--- src/rtl/prf_free_list.sv ---
// prf_free_list: free list of physical register file tags.
// A circular FIFO of free tags, with a free_mask bitvector kept in lockstep.
// One tag is granted per cycle (zero latency: the tag is presented
// combinationally and consumed at the clock edge where it is requested).
// One tag is reclaimed per cycle from retirement (old_wb).
// Releases of a tag that is already free, or into a full FIFO, are dropped
// and set the sticky err_double_free flag.
// Optional build macro FREELIST_BYPASS_EN: when the list is empty, a valid
// release is forwarded combinationally to the allocation port in the same cycle.
module prf_free_list #(
    parameter int PRF_SIZE  = 16,
    parameter int ARCH_REGS = 4,
    parameter int TAG_W     = $clog2(PRF_SIZE),
    parameter int CNT_W     = $clog2(PRF_SIZE) + 1
) (
    input  logic                clk,
    input  logic                rst_n,
    input  logic                alloc_req,
    output logic                alloc_valid,
    output logic [TAG_W-1:0]    alloc_tag,
    input  logic                release_ena,
    input  logic [TAG_W-1:0]    release_tag,
    output logic [CNT_W-1:0]    free_count,
    output logic [PRF_SIZE-1:0] free_mask,
    output logic                empty,
    output logic                err_double_free
);

    // Tags ARCH_REGS..PRF_SIZE-1 start free; 0..ARCH_REGS-1 hold the
    // architectural mappings at reset.
    localparam int INIT_FREE = PRF_SIZE - ARCH_REGS;

    logic [TAG_W-1:0]    fifo_q [PRF_SIZE];
    logic [TAG_W-1:0]    head_q, head_d;
    logic [TAG_W-1:0]    tail_q, tail_d;
    logic [CNT_W-1:0]    count_q, count_d;
    logic [PRF_SIZE-1:0] mask_q, mask_d;
    logic                err_q, err_d;

    logic have_free;
    logic rel_ok;
    logic bypass;
    logic pop;
    logic push;

    // Release qualification, allocation handshake and optional empty-list bypass.
    always_comb begin
        have_free = (count_q != '0);
        rel_ok    = release_ena && !mask_q[release_tag] &&
                    (count_q != CNT_W'(PRF_SIZE));
`ifdef FREELIST_BYPASS_EN
        bypass    = !have_free && release_ena && !mask_q[release_tag];
`else
        bypass    = 1'b0;
`endif
        pop       = alloc_req && have_free;
        // A bypassed tag that is taken in the same cycle never enters the FIFO.
        push      = rel_ok && !(bypass && alloc_req);
    end

    // Allocation port and status outputs, driven from registered state
    // (plus the release port only when the bypass build is enabled).
    always_comb begin
        alloc_valid     = have_free || bypass;
        alloc_tag       = '0;
        if (have_free) begin
            alloc_tag = fifo_q[head_q];
        end else if (bypass) begin
            alloc_tag = release_tag;
        end
        free_count      = count_q;
        free_mask       = mask_q;
        empty           = !have_free;
        err_double_free = err_q;
    end

    // Next-state for pointers, count, mask and error flag.
    always_comb begin
        head_d  = pop  ? head_q + TAG_W'(1) : head_q;
        tail_d  = push ? tail_q + TAG_W'(1) : tail_q;
        count_d = count_q + {{(CNT_W-1){1'b0}}, push} - {{(CNT_W-1){1'b0}}, pop};
        mask_d  = mask_q;
        // The popped tag is still marked free, while a pushed tag is not, so
        // these two updates never touch the same bit.
        if (pop) begin
            mask_d[fifo_q[head_q]] = 1'b0;
        end
        if (push) begin
            mask_d[release_tag] = 1'b1;
        end
        err_d   = err_q || (release_ena && !rel_ok);
    end

    // State registers with asynchronous reset to the architectural-mapping image.
    always_ff @(posedge clk or negedge rst_n) begin
        if (!rst_n) begin
            for (int i = 0; i < PRF_SIZE; i++) begin
                fifo_q[i] <= (i < INIT_FREE) ? TAG_W'(ARCH_REGS + i) : '0;
            end
            head_q  <= '0;
            tail_q  <= TAG_W'(INIT_FREE);
            count_q <= CNT_W'(INIT_FREE);
            mask_q  <= {{INIT_FREE{1'b1}}, {ARCH_REGS{1'b0}}};
            err_q   <= 1'b0;
        end else begin
            if (push) begin
                fifo_q[tail_q] <= release_tag;
            end
            head_q  <= head_d;
            tail_q  <= tail_d;
            count_q <= count_d;
            mask_q  <= mask_d;
            err_q   <= err_d;
        end
    end

endmodule

--- config.mk ---
export PLATFORM = sky130hd
export DESIGN_NAME = prf_free_list
export DESIGN_NICKNAME = d
export VERILOG_FILES = /design/src/rtl/prf_free_list.sv
export SDC_FILE = /design/constraint.sdc
export NUM_CORES = 1
export LEC_CHECK = 0
export CORE_MARGIN = 5
export CORE_UTILIZATION = 50
export CTS_BUF_LIST = sky130_fd_sc_hd__clkbuf_4 sky130_fd_sc_hd__clkbuf_8
export DETAILED_ROUTE_END_ITERATION = 7
export PLACE_DENSITY_LB_ADDON = 0.15
export SYNTH_ARGS = -nofsm -noshare
export SYNTH_HDL_FRONTEND = slang
export SYNTH_SLANG_ARGS = --single-unit
export TNS_END_PERCENT = 1
--- constraint.sdc ---
create_clock -name clk -period 3.9 [get_ports clk]
set_input_delay 0.78 -clock clk [delete_from_list [all_inputs] [get_ports clk]]
set_output_delay 0.78 -clock clk [all_outputs]
set_load 0.02 [all_outputs]
# Word level (Yosys, flattened, before mapping)
# Index checks and enable logic that the tools add are counted.
totals:
  inputBits: 8
  elab_cells: 65
  output_inout_bits: 28
  regBits: 94
op_classes:
  n_reduce_logical: 12
  n_mux: 15
  add_sub_neg: 4
  order_cmp: 7
  eq_ne: 1
  n_bitwise: 5
ops:
  columns: ["op", "n"]
  rows:
  - ["$bwmux 64", 1]
  - ["$mux 16", 2]
  - ["$and 16x16->16", 1]
  - ["$bmux 4 s4", 1]
  - ["$demux 4 s4", 1]
  - ["$mux 4", 4]
  - ["$not 16->16", 1]
  - ["$or 16x16->16", 1]
  - ["$ge 5x5->1 const B", 2]
  - ["$lt 4x5->1 const B", 2]
  - ["$not 4->5", 2]
  - ["$add 4x1->4 const B", 2]
  - ["$demux 1 s4", 2]
  - ["$ge 4x1->1 const B", 2]
  - ["$logic_and 1x1->1", 7]
  - ["$add 5x1->5", 1]
  - ["$lt 5x1->1 const B", 1]
  - ["$ne 5x5->1 const B", 1]
  - ["$reduce_bool 5->1", 1]
  - ["$sub 5x1->5", 1]
  - ["$bmux 1 s4", 1]
  - ["$logic_not 1->1", 3]
  - ["$mux 1", 3]
  - ["$logic_or 1x1->1", 1]

# Depth between registers and ports, before layout
depth:
  depth_word: 13
  depth_mapped: 15
  mapped_depth_nobuf: 13

# Least setup slack after synthesis
# No wires, ideal clock.
synth_timing:
  path_type: "input to register"
  start: "in release_tag[0]"
  end: "reg count_q[4] (netlist: free_count[4])"
  path_slack_ps: 515
  stages: 11
  t_arrival_ps: 3262
  n_path_buf: 1
  required_time_ps: 3777
  setup_time_ps: 123
  path_cell_list: "buf_6 -> mux4_2 -> mux4_2 -> o21ai_0 -> nand2_1 -> ha_1 -> fa_1 -> a21oi_1 -> nor2_1 -> nor2_1 -> xnor2_1"
synth_between:
  elab_chain_cells: 7
synth_lines:
  columns: ["item", "line", "text"]
  rows:
  - ["from (decl)", "22", "input logic [TAG_W-1:0] release_tag,"]
  - ["$bmux 1 s4", "49", "rel_ok = release_ena && !mask_q[release_tag] &&"]
  - ["$mux 1 (not written as such)", "49", null]
  - ["$logic_not 1->1", "49", null]
  - ["$logic_and 1x1->1 (2 in a row)", "49", null]
  - ["$add 5x1->5", "81", "count_d = count_q + {{(CNT_W-1){1'b0}}, push} - {{(CNT_W-1){1'b0}}, pop};"]
  - ["$sub 5x1->5", "81", null]
  - ["via count_d[4]", "36", "logic [CNT_W-1:0] count_q, count_d;"]
  - ["to (signal assigned)", "102", "count_q <= CNT_W'(INIT_FREE);"]
  - ["to (signal assigned)", "111", "count_q <= count_d;"]
  - ["to (decl)", "36", null]
# The timed path passes the listed nets, and every way through them passes these cells. The select of a mux whose other input is x is not followed.
# A chain may end at the register's enable or synchronous reset.

# Worst setup path in the final report
# Ends and elaborated chain as after synthesis.

==> flow_metrics.tcl <==
set metrics [dict create \
    drt_wl_total_um 11060 \
    tightest_slew_ps 652.7 \
    grt_pass1_vias 3399 \
    finClkSkew_ps 9.129 \
    ys_top_cells_by_area "dfrtp_1 25%, dfstp_2 23%, mux2_1 9.8%" \
    cp.arrival_ps 3880 \
    worst_setup_path_end_kind "register" \
    cpPeakStageDelay_ps 540 \
    cts_made_buffers 9 \
    synth_top_area_share_pct 24.87 \
    grt_max_degree 53 \
    start_kind "input pin" \
    leakagePower_nw 2.470 \
    hold_viol 0 \
    core_um2 9774 \
    fmax_ghz 0.2791 \
    grt_pass1_wl_um 18000 \
    dr.first_iter.drc_count 148 \
    synth_fp_nets 424 \
    clkSinkCount 94 \
    critical_path_class "input pin to register" \
    gr-usage-all-layers_pct 19.77 \
    die_w_um 110.3 \
    synth_compound_area_share_pct 7.212 \
    post_cts_buffers 0 \
    synth_top_family_by_area "multiplexers" \
    clk_latency_ps 370 \
    synth-seq-cells 94 \
    powerDensity_nw_per_um2 876.8 \
    grt_overflow 0 \
    synthXorXnorAreaFrac_pct 1.741 \
    syn_area_um2 5031 \
    vias_per_cell 5.814 \
    relSlewSlack_pct 56.49 \
    yosysWarnings 0 \
    rsz0062_at_grt "no" \
    fin_ws_ps 317.1 \
    critPathSlowestCell "mux4_2" \
    finalMaxSlewViolations 0 \
    cp.required_ps 4200 \
    drc_errors 0 \
    final_cell_mix "49 x dfrtp_1, 44 x mux2_1, 44 x dfstp_2" \
    fp-row-count 36 \
    drtAntennaViolNets 0 \
    hold_path_class "input pin to asynchronous set/reset pin" \
    syn-instance-count 405 \
    grt_antenna_before_repair 0 \
    first_pass_iters 5 \
    peakVddDrop_mv 0.3418 \
    synth-seq-area-share_pct 47.85 \
    diodes 0 \
    synth_simple_gate_area_share_pct 8.928 \
    min_period_ps 3583 \
    final_common_cell "dfrtp_1" \
    fin_crit_sh_pct 91.87 \
    portBuffers 35 \
    cp_cell_sequence "clkdlybuf4s50_1, buf_4, mux4_2, mux4_2, o21ai_0, nand2_1, ha_1, fa_1, a21oi_1, nor2_1, nor2_1, xnor2_1" \
    avgSynthCellArea_um2 12.42 \
    cts_max_level 3 \
    die_h_um 110.3 \
    muxShareOfSynthArea_pct 25.54 \
    die_area_um2 12170 \
    nNetsFinal 447 \
    ys_types 43 \
    worstPathMaxFanout 4 \
    syn2layout_area_growth_pct 13.16 \
    cts_tree "built" \
    drive_gt1_share_pct 28.64 \
    root_buffer "clkbuf_8" \
    reg2regPathDepth 13 \
    drv_cap 0 \
    rrSetupSlack_ps 840 \
    reg2reg_from "free_count[2]" \
    wire_per_inst_um 19.54 \
    synth_fa_ha_area_share_pct 2.885 \
    cts_buffer_depth 2 \
    fin_hold_ws_ps 437.1 \
    place_hpwl_um 7946 \
    setup_violations 0 \
    start_util_pct 51.47 \
    place_ws_ps -38.72 \
    status "complete, no violations" \
    synth_largest_area_cell "dfrtp_1" \
    gp_congestion 0.8397 \
    reg2reg_to "free_count[4]" \
    cts.clk_slew.worst_paths_ps 90 \
    pin_count 36 \
    num_vias 3291 \
]
-- sequential cells by signal, summed over array words and instances, names as in the netlist --
| register | count |
|---|---|
| head_q | 4 |
| free_mask | 16 |
| free_count | 5 |
| err_double_free | 1 |
| fifo_q | 64 |
| tail_q | 4 |
-- timing repair --
| action | in CTS | in global routing |
|---|---|---|
| setup endpoints to repair | 0 | 2 |
| hold buffers | 0 | 0 |
| gates resized for setup | 0 | 1 |
-- per-stage QoR --
| step | cells | TNS (ps) | utilization, % | total power, mW | instance area (um^2) |
|---|---|---|---|---|---|
| floorplan | 405 | 0 | - | 3.419 | 5031 |
| global placement | 550 | 0 | 55.77 | 4.153 | 5451 |
| detailed placement | 550 | -38.72 | 55.77 | 4.229 | 5451 |
| CTS | 566 | 0 | 58.23 | 5.014 | 5692 |
| global route | 566 | 0 | 58.24 | 5.328 | 5693 |
| finish | 566 | 0 | 58.24 | 4.991 | 5693 |
-- cell type report --
| class | instances | area [um^2] |
|---|---|---|
| fillers | 810 | 4081 |
| flip-flops and latches | 94 | 2409 |
| multi-input cells | 254 | 2330 |
| repair buffers | 51 | 480.5 |
| well taps | 133 | 166.4 |
| clock buffers | 10 | 131.4 |
| clock inverters | 6 | 108.9 |
| inverters | 18 | 67.56 |
-- Yosys cell counts --
library cell  number
a2111oi_0          3
clkbuf_1          13
nor2_1            11
nor2_4             1
a211o_1            1
a211oi_1           4
mux2_2            26
xnor2_1            8
or3_1              1
dfstp_2           44
mux4_2            16
mux2_1            44
a22o_1             1
nand3_1           12
dfrtp_1           50
buf_2             10
or3b_2             2
o2111ai_1          1
mux4_1             1
o31ai_1            1
nand3b_1           1
xor2_1             2
a221oi_1           8
o21ai_0            8
or4b_2             1
and3_1            16
inv_1             18
nand4b_1           1
a21oi_1            4
and3b_1            1
nand2b_1           1
fa_1               1
buf_4             14
o32ai_1            4
a31oi_1           16
mux2i_1           11
nor2b_1            8
ha_1              10
and2_1             2
nand4_1            6
nand2_1           19
a21o_1             1
buf_6              2
-- layer usage --
layer	vias up	GRT usage (%)	share of wire (%)
met3	13	4.368	4.6
met4	0	6.684	1.5
met1	1680	26.36	46
li1	1528	-	-
met2	70	32.11	48
met5	-	0	0
-- logic make-up after synthesis --
| kind of cell | after synthesis |
|---|---|
| and+or+nand+nor | 83 |
| muxes | 98 |
| xor gates and xnor gates | 10 |
| DFF | 94 |
| buffers and inverters | 57 |
| adders and majority gates | 11 |
| AOI/OAI and AO/OA | 52 |
-- report_power, final --
part	leakage [nW]	total, mW	switching, mW	internal [mW]
Sequential	1.09	1.90	0.352	1.55
Combinational	1.25	2.31	1.17	1.14
Clock	0.124	0.781	0.348	0.433
Total	2.47	4.99	1.87	3.12
-- critical path, delay by kind of cell --
| family | cells | cell delay (ps) |
|---|---|---|
| and+or+nand+nor | 3 | 250 |
| muxes | 2 | 1030 |
| adders and majority gates | 2 | 610 |
| AOI/OAI and AO/OA | 2 | 390 |
| buffers and inverters | 2 | 690 |
| xor gates and xnor gates | 1 | 120 |
-- worst max-delay path by stage --
stage / startpoint / slack (ps) / endpoint
floorplan: release_tag[0] / 510 / free_count[4]
global placement: release_tag[0] / 7 / free_count[4]
detailed placement: release_tag[0] / -40 / free_count[4]
CTS: head_q[1] / 60 / alloc_tag[3]
global route: release_tag[0] / 150 / free_count[4]
finish: release_tag[0] / 320 / free_count[4]
Power figures use the tool's default switching activity.
